[src/rtl/regfile_wb_arbiter.sv]
// Two-requester round-robin write-back arbiter feeding one register-bank write port.
// Grants are combinational; the granted write is registered and presented one cycle later.
module regfile_wb_arbiter #(
  parameter int AWIDTH = 3,
  parameter int DWIDTH = 8
) (
  input  logic              clk,
  input  logic              rst,
  input  logic              stall,
  input  logic              req0_valid,
  input  logic [AWIDTH-1:0] req0_addr,
  input  logic [DWIDTH-1:0] req0_data,
  output logic              req0_ready,
  input  logic              req1_valid,
  input  logic [AWIDTH-1:0] req1_addr,
  input  logic [DWIDTH-1:0] req1_data,
  output logic              req1_ready,
  output logic              rb_wen,
  output logic [AWIDTH-1:0] rb_waddr,
  output logic [DWIDTH-1:0] rb_wdata,
  output logic              last_grant,
  output logic [7:0]        wr_count,
  output logic [7:0]        drop_count
);

  // Handshake: a write moves on requester i in any cycle where reqi_valid && reqi_ready.
  // Ready depends only on the valids, stall, rst and last_grant, never on addr/data,
  // and at most one ready is high per cycle.

  logic              grant0;
  logic              grant1;
  logic              xfer;
  logic              addr_zero;
  logic [AWIDTH-1:0] sel_addr;
  logic [DWIDTH-1:0] sel_data;

  logic              last_grant_q, last_grant_d;
  logic              rb_wen_q, rb_wen_d;
  logic [AWIDTH-1:0] rb_waddr_q, rb_waddr_d;
  logic [DWIDTH-1:0] rb_wdata_q, rb_wdata_d;
  logic [7:0]        wr_count_q, wr_count_d;
  logic [7:0]        drop_count_q, drop_count_d;

  // With both valid, the requester that did not win last time wins now.
  always_comb begin
    grant0 = 1'b0;
    grant1 = 1'b0;
    if (!rst && !stall) begin
      if (req0_valid && req1_valid) begin
        grant0 = last_grant_q;
        grant1 = !last_grant_q;
      end else begin
        grant0 = req0_valid;
        grant1 = req1_valid;
      end
    end
  end

  always_comb begin
    xfer      = grant0 || grant1;
    sel_addr  = grant1 ? req1_addr : req0_addr;
    sel_data  = grant1 ? req1_data : req0_data;
    addr_zero = (sel_addr == '0);

    last_grant_d = xfer ? grant1 : last_grant_q;

    // Writes to register 0 are accepted but never reach the bank.
    rb_wen_d   = xfer && !addr_zero;
    rb_waddr_d = rb_wen_d ? sel_addr : rb_waddr_q;
    rb_wdata_d = rb_wen_d ? sel_data : rb_wdata_q;

    wr_count_d   = (rb_wen_d && (wr_count_q != 8'hFF)) ? wr_count_q + 8'd1 : wr_count_q;
    drop_count_d = (xfer && addr_zero && (drop_count_q != 8'hFF))
                   ? drop_count_q + 8'd1 : drop_count_q;
  end

  always_ff @(posedge clk or posedge rst) begin
    if (rst) begin
      last_grant_q <= 1'b1;
      rb_wen_q     <= 1'b0;
      rb_waddr_q   <= '0;
      rb_wdata_q   <= '0;
      wr_count_q   <= 8'd0;
      drop_count_q <= 8'd0;
    end else begin
      last_grant_q <= last_grant_d;
      rb_wen_q     <= rb_wen_d;
      rb_waddr_q   <= rb_waddr_d;
      rb_wdata_q   <= rb_wdata_d;
      wr_count_q   <= wr_count_d;
      drop_count_q <= drop_count_d;
    end
  end

  assign req0_ready = grant0;
  assign req1_ready = grant1;
  assign rb_wen     = rb_wen_q;
  assign rb_waddr   = rb_waddr_q;
  assign rb_wdata   = rb_wdata_q;
  assign last_grant = last_grant_q;
  assign wr_count   = wr_count_q;
  assign drop_count = drop_count_q;

endmodule

[config.mk]
export PLATFORM = sky130hd
export DESIGN_NAME = regfile_wb_arbiter
export DESIGN_NICKNAME = d
export VERILOG_FILES = /design/src/rtl/regfile_wb_arbiter.sv
export SDC_FILE = /design/constraint.sdc
export NUM_CORES = 1
export LEC_CHECK = 0
export CORE_ASPECT_RATIO = 1.75
export CORE_MARGIN = 3
export CORE_UTILIZATION = 32
export DETAILED_ROUTE_END_ITERATION = 8
export PLACE_DENSITY = 0.61
export SYNTH_ARGS = -nofsm -noshare
export SYNTH_HDL_FRONTEND = slang
export SYNTH_SLANG_ARGS = --single-unit
[constraint.sdc]
create_clock -name clk -period 2.8 [get_ports clk]
set_input_delay 0.84 -clock clk [delete_from_list [all_inputs] [get_ports clk]]
set_output_delay 0.84 -clock clk [all_outputs]
set_load 0.01 [all_outputs]
==> Yosys cells after proc, flatten, opt, wreduce, memory -nomap -nowiden <==
Index checks and enable logic that the tools add are counted.
{ "classes": {"n_addsub": 2, "n_eq_ne": 2, "muxes": 6, "n_reduce_logical": 12} }
{ "op_table": {"columns": ["op", "count"], "rows": [
  ["adder 8 x 1 -> 8 bit (second input constant)", 2],
  ["!= test 8 bit (second input constant)", 2],
  ["2-to-1 mux 8 bit", 1],
  ["logical AND 1 bit", 6],
  ["logical NOT 1 bit", 4],
  ["2-to-1 mux 1 bit", 4],
  ["logical NOT 3 bit", 1],
  ["2-to-1 mux 3 bit", 1],
  ["logical OR 1 bit", 1]
]} }
{ "totals": {"reg_bits": 29, "inputBits": 27} }

==> Logic depth before layout (Yosys ltp) <==
{ "depth": {"depth_word": 8, "depth_mapped": 8, "depth_no_buf": 6} }

==> Worst setup path after synthesis <==
Ideal clock, no wire load.
{ "synth_timing": {"path_kind": "input to register", "startpoint": "input port stall", "endpoint": "register drop_count_q[1], in the netlist drop_count[1]", "setup_time_ns": 0.128, "t_arrival_ns": 2.100, "slack_ns": 0.573, "stages": 4, "n_path_buf": 0, "cell_sequence": "nor4_2 nand4b_1 a211oi_4 mux2_1"} }
{ "synth_via": {"elab_chain_cells": 7, "elab_cells_between_ends": 9, "classes_between": "mux: 3; reduce/logical: 6"} }
{ "synth_rtl": {"columns": ["item", "line_no", "text"], "rows": [
  ["start, declared", "9", "input logic stall,"],
  ["logical NOT 1 bit *", "48", "if (!rst && !stall) begin"],
  ["logical AND 1 bit *", "48", null],
  ["2-to-1 mux 1 bit", "48", null],
  ["2-to-1 mux 3 bit", "61", "sel_addr = grant1 ? req1_addr : req0_addr;"],
  ["logical NOT 3 bit", "63", "addr_zero = (sel_addr == '0);"],
  ["logical AND 1 bit * (2 in a row)", "73", "drop_count_d = (xfer && addr_zero && (drop_count_q != 8'hFF))"],
  ["end signal, assigned", "91", "drop_count_q <= drop_count_d;"],
  ["end, declared", "42", "logic [7:0] drop_count_q, drop_count_d;"]
]} }
Every way passes the cells marked *; elsewhere a longest branch is shown, timed or not.
A chain may end at the register's enable or synchronous reset.

==> Final worst setup path <==
{ "layout_timing": {"startpoint": "input port req0_valid", "endpoint": "output port req1_ready"} }
{ "layout_via": {"elab_chain_cells": 3} }
{ "layout_rtl": {"columns": ["item", "line_no", "text"], "rows": [
  ["start, declared", "10", "input logic req0_valid,"],
  ["logical AND 1 bit", "49", "if (req0_valid && req1_valid) begin"],
  ["2-to-1 mux 1 bit", "49", null],
  ["2-to-1 mux 1 bit", "48", null],
  ["end, declared", "17", "output logic req1_ready,"]
]} }
Every way passes these cells.

==> reports/results.txt <==
status - finished, final reports clean
post-synth top area cell - dfrtp_1
gr usage total - 15.5%
clock share of power - 23.8%
vias in the first global route - 1,456
main combinational cell family by area after synthesis - simple AND/OR/NAND/NOR gates
Max-Cap Viols - 0
slowest CP cell - clkdlybuf4s50_1
antenna violations before repair - 0
DRT antenna net count - 0
RSZ-0062 raised after global routing - false
worst setup margin - 76.4 ps
CTS tree - yes
number of I/O port buffers - 57
half-perimeter wire length after placement - 3.10 mm
Top Ports - 58
row count - 31
hold depth - 2
Net Sw Frac - 31.3%
critical path class - in -> out
synthesized flop and latch total - 29
First-pass DRT Iterations - 4
Worst VDD drop - 348 uV
post-layout util - 53.7%
Layout area overhead - 58.9%
synthesized instance count - 143
via/cell ratio - 5.05
Critical Path RT - 1960 ps
cts bufs inserted - 5
Nets - 251
FFs w/ async S/R, synth - 100%
Starting DRT DRC Count - 18
reg2reg path depth - 5
Post-Syn Area - 1430 um2
critical path endpoint category - output pin
net switching power - 0.000429 W
full die area - 5340 um2
min-delay src - rb_waddr[0]$_DFFE_PP0P_
top-area cell type share of the netlist area - 49.0%
Tmin final - 2720 ps
total power density per cell area - 604 nW/um2
clock sink total - 29
post-synthesis adder-cell area fraction - 1.75%
fmax - 367 MHz
clock skew - 6.29 ps
r2r setup slk - 650 ps
first-pass GRT wire length - 6.51 mm
Synth top cells by count - dfrtp_1, nand2_1, nor2_1
Seq pwr share - 44.0%
Die H - 94.4 um
ranking of synthesized cells by area - dfrtp_1, nand2_1, nor2_1
Initial Util - 33.8%
period utilization - 97.3%
combinational share of power - 32.1%
post-synthesis net count - 172
detailed-route DRC error count - 0
Hold Crit Class - reg -> reg
Worst Tran Pin Value - 595 ps
post-synthesis sequential area ratio - 50.8%
Slew Limit Fails - 0
Max H-tree Level - 2
Die Wd - 56.5 um
post-synthesis mux area share - 5.25%
crit-path cells - clkdlybuf4s50_1 -> nand2_2 -> nand3_1 -> clkinv_1 -> dlygate4sd2_1
via count - 1,374
Synth Area in Compound Gates - 11.0%
Critical Path Fanout Max - 3
syn_area_per_cell - 10.0 um2
crit path launch type - primary input
Final Wtd Congestion - 0.871
hold-critical path endpoint - rb_waddr[0]$_DFFE_PP0P_
clk root buf - clkbuf_8
dominant synthesized flop cell - dfrtp_1
Reg clk slew, reported paths - 60 ps
WL per Instance - 14.3 um
Final setup viols - 0
clock buffer depth - 2
reg-to-reg startpoint - last_grant$_DFFE_PP1P_
most frequent cell after synthesis - dfrtp_1
critical path launch point - req0_valid
CP max stage delay - 510 ps
number of synthesized flops with an enable pin - 0
Leak - 0.985 nW
Filler Cell Count - 396
Slew headroom - 60.3%
simple-gate area share of the yosys netlist - 22.8%
Final Power - 0.00137 W
final hold vios - 0
Routed WL - 3.90 mm
clock latency on the worst-skew pair - 280 ps
worst reg2reg path endpoint - drop_count[1]$_DFFE_PP0P_
WP data arrival - 1880 ps
largest net degree at the start of global routing - 18
Netlist cell types - 37
Core Region - 4230 um2
gr ovfl total - 0
Synth Area in XOR/XNOR - 6.12%
Setup WS pre-CTS - -256 ps
Inserted Diodes - 0
share of layout cells above drive strength 1 - 16.6%
CTS Hold Buffers Added - 0
Pint - 0.000943 W
Yosys warning total - 0
what timing repair did:
item                                    CTS  global route
endpoints found under the setup margin    2             0
setup buffers                             1             0
resized for setup                         3             0
power by group through the flow:
stage / registers [W] / clock network [W] / logic, W
floorplan: 0.000636 / 0 / 0.000138
global placement: 0.000608 / 0 / 0.000439
detailed placement: 0.000613 / 0 / 0.000447
CTS: 0.000607 / 0.000337 / 0.000450
global route: 0.000622 / 0.000357 / 0.000486
finish: 0.000604 / 0.000327 / 0.000441
layout by cell type (no fill, tap or decap), types with 3 or more instances in the layout:
cell	synthesis	final
mux2i_1	3	3
a31oi_1	8	8
buf_4	0	17
dfrtp_1	28	28
o21ai_0	3	3
clkdlybuf4s50_1	0	55
xnor2_1	6	6
nand4_1	8	8
nor2_1	14	13
nand3_1	8	8
nand2_1	27	27
mux2_2	3	3
xor2_1	4	4
clkbuf_8	0	5
worst max-delay path by stage:
stage / to / cells after the start
6_report: req1_ready / 5
5_1_grt: req1_ready / 5
4_1_cts: req1_ready / 5
3_5_place_dp: req1_ready / 5
3_3_place_gp: req0_ready / 4
2_1_floorplan: drop_count[1]$_DFFE_PP0P_ / 4
routing by layer:
layer  global-route usage (%)  wire length (um)
met1                     16.1              1460
met2                     29.1              2200
met3                     3.97               176
met4                     5.94                60
met5                        0                 0
cell families (layout without fill, tap and decap cells):
logic type               after synthesis  count (layout)
AND/OR/NAND/NOR                       68              68
flip-flops                            29              29
AO/OA/AOI/OAI                         21              21
XOR/XNOR                              10              10
multiplexers                           7               7
buffers and inverters                  6              86
adder cells (fa/ha/maj)                2               2
through the flow:
stage	cell area (um2)	TNS [ps]	instances	hold WS [ps]
after CTS	2270	0	272	489
after global routing	2270	0	272	503
after floorplan	1430	0	143	479
final	2270	0	272	482
after detailed placement	2180	-1490	263	479
after global placement	2180	-977	263	472
worst max-delay path: cells and delay by family:
kind / cells / cell delay [ps]
buf+inv: 3 / 870
simple gates: 2 / 170
layout make-up:
class / count / area [um2] / share of cell area [%]
tap: 49 / 61.3 / 2.70
timing repair buffer: 75 / 716 / 31.5
sequential: 29 / 727 / 32.0
multi-input combinational: 108 / 674 / 29.7
clock inverter: 2 / 10.0 / 0.441
clock buffer: 6 / 72.6 / 3.19
inverter: 3 / 11.3 / 0.496
registers in the layout (all words and copies together), names as in the netlist:
register,flops
last_grant,1
rb_wen,1
wr_count,8
rb_wdata,8
drop_count,8
rb_waddr,3
No activity file was read; power rests on OpenSTA's default activity.
==> RTL edit 1, RTL diff (same settings) <==
`rb_wdata_q` no longer has a reset.
--- a/src/rtl/regfile_wb_arbiter.sv
+++ b/src/rtl/regfile_wb_arbiter.sv
@@ -80,5 +80,4 @@
       rb_wen_q     <= 1'b0;
       rb_waddr_q   <= '0;
-      rb_wdata_q   <= '0;
       wr_count_q   <= 8'd0;
       drop_count_q <= 8'd0;
@@ -87,8 +86,11 @@
       rb_wen_q     <= rb_wen_d;
       rb_waddr_q   <= rb_waddr_d;
-      rb_wdata_q   <= rb_wdata_d;
       wr_count_q   <= wr_count_d;
       drop_count_q <= drop_count_d;
     end
+  end
+
+  always_ff @(posedge clk) begin
+    rb_wdata_q <= rb_wdata_d;
   end
 
Check against the original RTL: differs if rst is asserted again (counterexample within 4 cycles, from zero or initial values and one cycle with rst high); with rst held inactive, the same outputs for 10 cycles.
==> RTL edit 1 against the unedited design <==
Sequential cell count unchanged. Largest cell class is now buffers. Global-route usage increased by 0.42 points. Area after synthesis increased by 1.2%. Design area increased by 5.3%. Combinational power decreased by 9.5%. Worst setup slack got worse by 2.0 ps. Total power decreased by 4.0%. Highest routed layer unchanged. Routed wire length decreased by 1.5%.
==> RTL edit 1: results (changes against the unedited design) <==
metric,value,unit,change
min setup slack post-route,74.4,ps,-2.03 ps
Non-Filler Instances,257,,-5.5%
most area-consuming cells after synthesis,"dfrtp_1 (35%), edfxtp_1 (17%), mux2_2 (7.8%)",,
hold endpoint,rb_waddr[2]$_DFFE_PP0P_,,
fin nets,236,,-6.0%
dpl hpwl,2840,um,-8.4%
first-pass GRT wire length,6600,um,+1.4%
post-layout instance area,2390,um^2,+5.3%
maximum VDD drop,468,uV,+35%
filler instances,373,,-5.8%
Final Skew,5.65,ps,-0.632 ps
clock network area share,0.0361,,-0.000256
met1 wire length,1470,um,+0.76%
Cells after Synth,117,,-18%
P_clk,333,uW,+2%
met1 Use GR,0.176,,+0.0153
met2 WL post-DR,2060,um,-6.4%
metal3 WL,242,um,+38%
total track usage,0.159,,+0.00421
critical path capture point,rb_waddr[1]$_DFFE_PP0P_,,
Worst-Margin Slew,635,ps,+39.3 ps
worst r2r path cells,16,,+11
post-synthesis sequential area ratio,0.530,,+0.0215
CP max stage delay,330,ps,-180 ps
WHS,476,ps,-5.47 ps
share of synthesized flip-flops with an asynchronous set or reset,0.724,,-0.276
multi-input gate share of total cell area,0.281,,-0.0154
Pint,925,uW,-1.9%
NonClk Buf Share,0.332,,+0.0166
final wirelength,3840,um,-1.5%
Place WS,-541,ps,-285 ps
Worst path slowest cell,or3_4,,
gpl congestion,0.789,,-9.4%
PD cells,550,nW/um^2,-8.8%
number of global-route vias before repair,1429,,-1.9%
Placement Cell Area,2210,um^2,+1.3%
multi-input logic cell count,83,,-23%
Hold Startpoint,rb_waddr[2]$_DFFE_PP0P_,,
layout cells sized above 1,0.293,,+0.127
Top Metal Used,met4,,
number of flops mapped to enable cells by yosys,8,,+8
vias per cell,4.88,,-3.4%
register area,767,um^2,+5.5%
mapped cell area,1450,um^2,+1.2%
outcome,"complete, no violations",,
Comb power frac,0.303,,-0.018
non-clock buffer count in the final layout,85,,+13%
Syn Nets,146,,-15%
M3 GR Usage,0.0356,,-0.00410
Synth cell types,39,,+5.4%
Leakage,0.00107,uW,+8.8%
Synth top cells by count,"dfrtp_1 (20), mux2_2 (10), nand2_1 (9), edfxtp_1 (8), xor2_1 (7)",,
worst reg-to-reg setup slack,410,ps,-240 ps
largest cell class by area,buffers,,
met2 Usage GRT,0.286,,-0.00483
worst setup path start,req1_valid,,
==> RTL edit 1: changes by cell type after synthesis, sizes merged, moves of 3 or more <==
cell | unedited run | this run
nand4 | 8 | 2
edfxtp | 0 | 8
and3 | 3 | 6
nor3 | 0 | 5
dfrtp | 28 | 20
xor2 | 4 | 7
nand2 | 28 | 9
xnor2 | 6 | 3
nor2 | 14 | 5
nand3 | 9 | 3
mux2 | 4 | 10
a31oi | 8 | 2
==> RTL edit 1: cell families after synthesis <==
group | after synthesis | synth area share
and+or+nand+nor | 41 | 0.182
DFF | 29 | 0.530
AOI/OAI and AO/OA | 17 | 0.0985
muxes | 13 | 0.0985
xor gates and xnor gates | 10 | 0.0605
buffers and inverters | 5 | 0.0138
adders and majority gates | 2 | 0.0173
==> RTL edit 1: what timing repair did <==
action / 4_1_cts / 5_1_grt
setup endpoints to repair: 2 / 4
buffers inserted: 10 / 1
pin swaps: 2 / 3
gates cloned: 0 / 0
resized for setup: 10 / 7
==> RTL edit 2, RTL diff (same flow settings) <==
Made on the original files. The parameter `AWIDTH` goes from 3 to 5.
--- a/src/rtl/regfile_wb_arbiter.sv
+++ b/src/rtl/regfile_wb_arbiter.sv
@@ -2,5 +2,5 @@
 // Grants are combinational; the granted write is registered and presented one cycle later.
 module regfile_wb_arbiter #(
-  parameter int AWIDTH = 3,
+  parameter int AWIDTH = 5,
   parameter int DWIDTH = 8
 ) (
Ports: changed (resized rb_waddr, req0_addr and req1_addr); port bits go from 58 to 64. No check against the original RTL was run, so the function may have changed too.
==> RTL edit 2 against the unedited design <==
Hold slack gained 4.4 ps. Critical path type unchanged. Critical path depth is the same. Routed wire length grew 4.0%. Global-route usage grew 0.16 points. Non-clock buffer count grew 2. Critical endpoint is now req0_ready. Design area grew 6.7%. Total power shrank 2.3%. Area after synthesis grew 7.3%. Worst setup slack gained 36 ps. Via count grew 4.4%. Clock skew shrank 1.4 ps. Fmax grew 1.3%. Sequential cell count grew 2.
==> RTL edit 2: results (changes against the unedited design) <==
metric,value,unit,change
outcome,"complete, no violations",,
first-pass GRT wire length,7020,um,+7.9%
Syn Nets,185,,+7.6%
Compound-Gate Fraction of Synth Area,0.0782,,-0.0320
filler instances,433,,+9.3%
drt first pass iters,6,,+2
number of global-route vias before repair,1532,,+5.2%
hold endpoint,last_grant$_DFFE_PP1P_,,
clock network fraction of total power,0.245,,+0.007
initial DRC count,21,,+3
worst path arrival time,1850,ps,-30 ps
largest net degree at the start of global routing,32,,+14
Routed wire per std cell,14.4,um,+0.27%
total track usage,0.157,,+0.00159
most area-consuming cells after synthesis,"dfrtp_1 (49%), nand2_1 (6.6%), a31oi_1 (4.1%)",,
Worst slew margin,0.386,,-0.217
# port buffers,63,,+11%
Leakage,0.00108,uW,+10%
fraction of the mapped netlist area in adder cells,0.0163,,-0.00120
worst reg-to-reg setup slack,560,ps,-90 ps
post-synthesis mux area share,0.0497,,-0.00278
maximum VDD drop,415,uV,+19%
met2 Usage GRT,0.275,,-0.0158
Switching Fraction,0.294,,-0.0190
Final Skew,4.88,ps,-1.40 ps
final wirelength,4050,um,+4.0%
fin nets,263,,+4.8%
setup bufs post-CTS,0,,-1
Place WS,-479,ps,-223 ps
Synth cell types,32,,-14%
crit path time final,2690,ps,-35.7 ps
M3 GR Usage,0.0386,,-0.00111
placed cells,274,,+4.2%
layout cells sized above 1,0.152,,-0.0144
P_comb,409,uW,-7.3%
met2 WL post-DR,2250,um,+2.0%
Cells after Synth,152,,+6.3%
post-synthesis sequential area ratio,0.506,,-0.00220
-- RTL edit 2: cell types whose count changed in the layout (fill, tap and decap cells not counted), moves of 3 or more --
cell,before,now
clkdlybuf4s50_1,55,58
nand4_1,8,4
and3_1,2,5
mux2_2,3,0
nor4_4,0,3
nand3_1,8,3
inv_1,1,4
buf_4,17,13
o22ai_1,0,3
mux2_1,1,5
-- RTL edit 2: cell type report --
type	count	area, um^2	area share
well taps	51	63.8	0.0263
multi-input cells	108	724	0.299
repair buffers	77	752	0.310
flip-flops and latches	31	777	0.321
inverters	7	26.3	0.0108
clock buffers	8	80.1	0.0330
-- RTL edit 2: timing repair --
| action | in CTS | in global routing |
|---|---|---|
| resized for setup | 6 | 7 |
| pin swaps | 0 | 3 |
| setup endpoints to repair | 2 | 8 |
| hold buffers | 0 | 0 |
